**config.mk**
```make
export PLATFORM = sky130hd
export DESIGN_NAME = p2s_serializer
export DESIGN_NICKNAME = d
export VERILOG_FILES = /design/src/rtl/p2s_serializer.sv
export SDC_FILE = /design/constraint.sdc
export NUM_CORES = 1
export LEC_CHECK = 0
export ABC_AREA = 1
export CAP_MARGIN = 20
export CORE_MARGIN = 10
export CORE_UTILIZATION = 54
export CTS_CLUSTER_DIAMETER = 40
export DETAILED_ROUTE_END_ITERATION = 6
export PLACE_DENSITY = 0.87
export SLEW_MARGIN = 20
export SYNTH_ARGS = -nofsm -noshare
export SYNTH_HDL_FRONTEND = slang
export SYNTH_SLANG_ARGS = --single-unit
```
**constraint.sdc**
```tcl
create_clock -name clk -period 1.6 [get_ports clk]
set_input_delay 0.48 -clock clk [delete_from_list [all_inputs] [get_ports clk]]
set_output_delay 0.48 -clock clk [all_outputs]
set_load 0.02 [all_outputs]
```
**src/rtl/p2s_serializer.sv**
```systemverilog
// rtl/p2s_serializer.sv - parallel-to-serial framer: start, data, optional even parity, stop
module p2s_serializer #(
    parameter int DATA_W    = 8,
    parameter int BIT_DIV   = 4,
    parameter int MSB_FIRST = 1,
    parameter int PARITY_EN = 1
) (
    input  logic              clk,
    input  logic              rst,
    input  logic [DATA_W-1:0] pdata,
    input  logic              pvalid,
    output logic              pready,
    output logic              sdata,
    output logic              busy
);

    localparam int CW  = (DATA_W  > 1) ? $clog2(DATA_W)  : 1;
    localparam int DVW = (BIT_DIV > 1) ? $clog2(BIT_DIV) : 1;
    localparam logic [CW-1:0]  BIT_LAST = CW'(DATA_W - 1);
    localparam logic [DVW-1:0] DIV_LAST = DVW'(BIT_DIV - 1);

    typedef enum logic [2:0] {
        IDLE   = 3'd0,
        START  = 3'd1,
        DATA   = 3'd2,
        PARITY = 3'd3,
        STOP   = 3'd4
    } state_t;

    state_t            state;
    logic [DATA_W-1:0] shreg;
    logic [DATA_W-1:0] shreg_shifted;
    logic [CW-1:0]     bit_cnt;
    logic [DVW-1:0]    div_cnt;
    logic              parity_bit;
    logic              head_bit;
    logic              div_wrap;

    assign pready   = (state == IDLE) && !rst;
    assign busy     = (state != IDLE);
    assign div_wrap = (div_cnt == DIV_LAST);

    // head_bit is always the next bit to put on the line; the register is
    // pre-shifted each time a bit is launched.
    always_comb begin
        head_bit      = 1'b0;
        shreg_shifted = shreg;
        if (MSB_FIRST != 0) begin
            head_bit      = shreg[DATA_W-1];
            shreg_shifted = shreg << 1;
        end else begin
            head_bit      = shreg[0];
            shreg_shifted = shreg >> 1;
        end
    end

    always_ff @(posedge clk or posedge rst) begin
        if (rst) begin
            state      <= IDLE;
            sdata      <= 1'b1;
            shreg      <= '0;
            bit_cnt    <= '0;
            div_cnt    <= '0;
            parity_bit <= 1'b0;
        end else begin
            case (state)
                IDLE: begin
                    div_cnt <= '0;
                    sdata   <= 1'b1;
                    if (pvalid) begin
                        shreg      <= pdata;
                        parity_bit <= ^pdata;
                        bit_cnt    <= '0;
                        sdata      <= 1'b0;
                        state      <= START;
                    end
                end
                START: begin
                    div_cnt <= div_wrap ? '0 : div_cnt + 1'b1;
                    if (div_wrap) begin
                        sdata <= head_bit;
                        shreg <= shreg_shifted;
                        state <= DATA;
                    end
                end
                DATA: begin
                    div_cnt <= div_wrap ? '0 : div_cnt + 1'b1;
                    if (div_wrap) begin
                        if (bit_cnt == BIT_LAST) begin
                            if (PARITY_EN != 0) begin
                                sdata <= parity_bit;
                                state <= PARITY;
                            end else begin
                                sdata <= 1'b1;
                                state <= STOP;
                            end
                        end else begin
                            bit_cnt <= bit_cnt + 1'b1;
                            sdata   <= head_bit;
                            shreg   <= shreg_shifted;
                        end
                    end
                end
                PARITY: begin
                    div_cnt <= div_wrap ? '0 : div_cnt + 1'b1;
                    if (div_wrap) begin
                        sdata <= 1'b1;
                        state <= STOP;
                    end
                end
                STOP: begin
                    div_cnt <= div_wrap ? '0 : div_cnt + 1'b1;
                    if (div_wrap) begin
                        sdata <= 1'b1;
                        state <= IDLE;
                    end
                end
                default: begin
                    sdata <= 1'b1;
                    state <= IDLE;
                end
            endcase
        end
    end

endmodule

```
-- Word level (Yosys, flattened, before mapping)
Index checks and enable logic that the tools add are counted.
- add/sub/neg operators: 2
- multipliers: 0
- divide/modulo/power cells: 0
- order comparisons: 0
- equality and inequality tests: 14
- shift-type cells: 0
- mux-type cells: 24
- bitwise operators: 0
- reduce and logical (&&, ||, !) cells: 15
- operators with widths (cell ; number):
    8-bit 2-to-1 mux ; 4
    3-bit 2-to-1 mux ; 9
    8-bit case mux with 3 select lines ; 1
    3-bit case mux with 5 select lines ; 1
    2-bit inequality test (second input constant) ; 7
    8-bit parity ; 1
    3-bit by 2-bit == test with 1-bit output (second input constant) ; 2
    3-bit == test (second input constant) ; 2
    3-bit case mux with 2 select lines ; 1
    6-bit AND reduction ; 1
    3-bit nonzero test ; 2
    1-bit 2-to-1 mux ; 5
    5-bit AND reduction ; 1
    1-bit case mux with 4 select lines ; 1
    2-bit case mux with 2 select lines ; 1
    4-bit AND reduction ; 1
    2-bit nonzero test ; 2
    4-bit OR reduction ; 1
    3-bit by 1-bit adder with 3-bit output (second input constant) ; 1
    3-bit by 1-bit == test with 1-bit output (second input constant) ; 1
    3-bit logical NOT ; 1
    3-bit AND reduction ; 1
    2-bit by 1-bit adder with 2-bit output (second input constant) ; 1
    2-bit == test (second input constant) ; 1
    other kinds (6) ; 6
- register bits after elaboration: 18
- bits in latches: 0
- bits in writable memories: 0
- memory bits (read-only): 0
- input port bits: 11
- output and inout bits: 3
- word-level logic and storage cells: 61
- memories kept: 0

-- Logic depth before layout (Yosys ltp)
- word-level depth: 4
- gate-level depth with buffers: 9
- gate-level depth less buffers: 9

-- Least setup slack after synthesis
Ideal clock, no wire load.
- path type: reg2out
- start: register state[1]
- end: output pready
- data arrival time: 1130 ps
- required time: 1120 ps
- slack: -10 ps
- stages on the path, launching flop included: 6
- buffers on the path: 0
- cell sequence: dfrtp_1 -> inv_1 -> nand2_1 -> nor2_1 -> inv_1 -> nor2_1
- word-level cells in the longest chain between the ends: 2
- RTL lines (item ; RTL line ; RTL):
    from (decl) ; 30 ; state_t state;
    from (signal assigned) ; 59 ; state <= IDLE;
    from (signal assigned) ; 75 ; state <= START;
    from (signal assigned) ; 83 ; state <= DATA;
    3-bit logical NOT ; 39 ; assign pready = (state == IDLE) && !rst;
    1-bit logical AND ; 39 ;
    to (decl) ; 12 ; output logic pready,
No other way between the ends.

-- Worst setup path after layout
Same ends and word-level chain as after synthesis.

==> results.rst <==
.. list-table::
   :header-rows: 1

   * - Metric
     - Value
   * - Violated checks
     - setup timing
   * - Outcome
     - finished with violations
   * - Max Clock Freq
     - 588 MHz
   * - CP Data Arrival Time
     - 1.22 ns
   * - Clock period minus worst slack
     - 1.70 ns
   * - Remaining global-route overflow
     - 0
   * - Die area
     - 4500 sq um
   * - Cell with the largest stage delay on the worst path
     - dfrtp_1
   * - # nets final
     - 223
   * - Antenna diodes
     - 0
   * - Count of final max-slew check failures
     - 0
   * - Static leakage
     - 0.855 nW
   * - Fraction of the cycle the final worst path needs
     - 106%
   * - RSZ-0062 raised after global routing
     - true
   * - Count of flip-flops with a built-in enable after synthesis
     - 0
   * - Worst clock skew
     - 0.00108 ns
   * - Post-synth top flop
     - dfrtp_1
   * - Aggregate global-route resource usage
     - 12.5%
   * - Post-Syn Instances
     - 180
   * - Critical path cell sequence
     - inv_1, nand2_1, nor2_2, inv_2, nor2_2, buf_6
   * - Total number of vias
     - 1165
   * - IR Drop Worst-Case VDD
     - 1.12 mV
   * - Library cells used by synthesis
     - 21
   * - CTS buffer count
     - 3
   * - Cell with the most instances after synthesis
     - nand2_1
   * - DRC violation count after routing
     - 0
   * - Height of the die
     - 67.1 um
   * - Die Width
     - 67.1 um
   * - Biggest cell delay along the critical path
     - 0.39 ns
   * - # Max-Cap Violations
     - 0
   * - Placer congestion estimate
     - 0.805
   * - Maximum net fanout on the critical path
     - 3
   * - First-pass iteration count of the detailed router
     - 4
   * - CTS max path bufs
     - 2
   * - Final-layout worst hold slack
     - 0.474 ns
   * - Dominant cell type by count on the critical path
     - nor2_2
   * - Element type at the critical path end
     - primary output
   * - # hold bufs at CTS
     - 0
   * - Final worst slack
     - -0.101 ns
   * - Synth async-reset ratio
     - 100%
   * - Area share of the leading cell type in the synthesized netlist
     - 35.6%
   * - Clock transition at the registers of the reported paths
     - 0.10 ns
   * - Top-level port count
     - 14
   * - Post-route ant nets
     - 0
   * - Cell types occupying the most area after synthesis
     - dfrtp_1 (36%), nand2_1 (28%), inv_1 (5.6%)
   * - CTS root buf
     - clkbuf_4
   * - Average size of a mapped cell
     - 6.65 sq um
   * - Sequential element share of the synthesized area
     - 37.8%
   * - Post-synth top area cell
     - dfrtp_1
   * - Largest net degree at the start of global routing
     - 13
   * - Number of synthesized register bits
     - 18
   * - Clk Latency, worst-skew pair
     - 0.29 ns
   * - Synthesized area
     - 1200 sq um
   * - Row Count
     - 16
   * - Clock tree from TritonCTS
     - done
   * - Worst path required time
     - 1.12 ns
   * - Routed wirelength normalized by instance count
     - 11.4 um
   * - Clock sink total
     - 18
   * - Normalized max-slew margin
     - 81.2%
   * - Most used standard cells in the synthesized netlist
     - nand2_1 (88), inv_1 (18), dfrtp_1 (17)
   * - First DRT Iteration DRCs
     - 57
   * - Layout-stage area growth over the synthesis result
     - 23.6%
   * - Detailed placer's ending HPWL
     - 2.17 mm
   * - Share of cells above drive strength 1
     - 17.3%
   * - Vias per Instance
     - 4.96
   * - Global-route wire length before repair
     - 4.52 mm
   * - Routed WL
     - 2.68 mm
   * - Cell Pwr Density
     - 2070 nW/um^2
   * - Worst setup path class
     - flop to primary output
   * - Number of H-tree branching levels
     - 1
   * - Antenna violations before repair
     - 0
   * - Warnings from Yosys
     - 0
   * - Initial Util
     - 58.6%
   * - Placeable core region
     - 2040 sq um
   * - Vias in the first global route
     - 1180
   * - Synthesized Nets
     - 194
   * - Slew @ Worst Pin
     - 0.281 ns
   * - Startpoint type of the worst setup path
     - flop
   * - Overall power after layout
     - 0.00306 W
   * - Endpoints failing setup
     - 2
   * - Final Hold Violating Endpoints
     - 0
   * - Port bufs
     - 13
   * - Worst hold path class
     - input port to async pin
==> where the power goes <==
part / total (W) / internal (W) / switching, W
combinational: 0.00200 / 0.000727 / 0.00127
clock: 0.000274 / 0.000139 / 0.000135
sequential: 0.000787 / 0.000680 / 0.000107
total: 0.00306 / 0.00155 / 0.00151
==> registers in the layout, indices dropped and copies added, names as in the netlist <==
| register | flops |
|---|---|
| div_cnt | 2 |
| sdata | 1 |
| bit_cnt | 3 |
| shreg | 8 |
| parity_bit | 1 |
| state | 3 |
==> cell families after synthesis <==
group                      after synthesis  synth area share (%)
xor gates and xnor gates                 3                  2.20
and+or+nand+nor                        120                  43.8
AOI/OAI and AO/OA                       14                  5.86
DFF                                     18                  37.8
adders and majority gates                3                  3.14
buffers and inverters                   22                  7.22
==> layout by cell type (no fill, tap or decap) <==
| cell type | Yosys | final |
|---|---|---|
| a21oi_2 | 0 | 1 |
| buf_2 | 0 | 2 |
| buf_4 | 1 | 12 |
| buf_6 | 0 | 1 |
| clkbuf_4 | 0 | 3 |
| clkbuf_8 | 0 | 1 |
| clkdlybuf4s50_1 | 0 | 10 |
| dfrtp_1 | 17 | 17 |
| dfstp_2 | 1 | 1 |
| ha_1 | 3 | 3 |
| inv_1 | 18 | 17 |
| inv_2 | 3 | 4 |
| nand2_1 | 88 | 88 |
| nand2_2 | 4 | 4 |
| nand2_4 | 1 | 1 |
| nand3_1 | 9 | 9 |
| nand3_4 | 1 | 1 |
| nand4_1 | 2 | 2 |
| nor2_1 | 12 | 10 |
| nor2_2 | 1 | 3 |
| nor2_4 | 1 | 1 |
| nor2_8 | 1 | 1 |
| o21ai_0 | 12 | 11 |
| o21ai_1 | 1 | 2 |
| xnor2_1 | 2 | 2 |
| xor2_1 | 1 | 1 |
==> repair_timing <==
| item | in CTS | in global routing |
|---|---|---|
| buffers inserted | 2 | 0 |
| gates resized for setup | 15 | 3 |
| setup endpoints to repair | 3 | 11 |
| pin swaps | 1 | 1 |
==> layout make-up <==
class,count,area (sq um)
clock buffers,4,36.3
fillers,174,563
inverters,21,78.8
multi-input cells,140,667
flip-flops and latches,18,452
well taps,27,33.8
repair buffers,25,211
==> worst paths after layout <==
check / start / to / slack, ns / cells after the start
worst max-delay path: state[1] / pready / -0.10 / 6
worst min-delay path: rst / state[2] / 0.47 / 2
worst max register to register: state[0] / shreg[2] / 0.12 / 9
worst min register to register: bit_cnt[2] / bit_cnt[2] / 0.50 / 2
max in group asynchronous: rst / bit_cnt[0] / 0.67 / 3
min in group clk: bit_cnt[2] / bit_cnt[2] / 0.50 / 2
==> routing by layer <==
| metal | vias to the layer above | global-route usage [%] | routed length (um) |
|---|---|---|---|
| li1 | 616 | - | - |
| met1 | 520 | 13.1 | 1130 |
| met2 | 23 | 23.2 | 1430 |
| met3 | 6 | 2.01 | 56 |
| met4 | 0 | 6.67 | 60 |
| met5 | - | 0 | 0 |
==> worst max-delay path, delay by kind of cell (launching register included) <==
family / cells / cell delay (ns)
AND/OR/NAND/NOR: 3 / 0.28
flip-flops: 1 / 0.39
buffers and inverters: 3 / 0.26
==> per-stage QoR <==
stage / instances / utilization (%) / setup WS [ns] / cell area, sq um / setup TNS [ns]
final: 235 / 72.4 / -0.101 / 1480 / -0.151
after global routing: 235 / 72.4 / -0.151 / 1480 / -0.242
after CTS: 235 / 72.5 / -0.114 / 1480 / -0.174
after detailed placement: 229 / 70.0 / -0.529 / 1430 / -1.46
after global placement: 229 / 70.0 / -0.501 / 1430 / -0.983
after floorplan: 180 / - / 0.0727 / 1200 / 0
(Power assumes the default switching activity.)
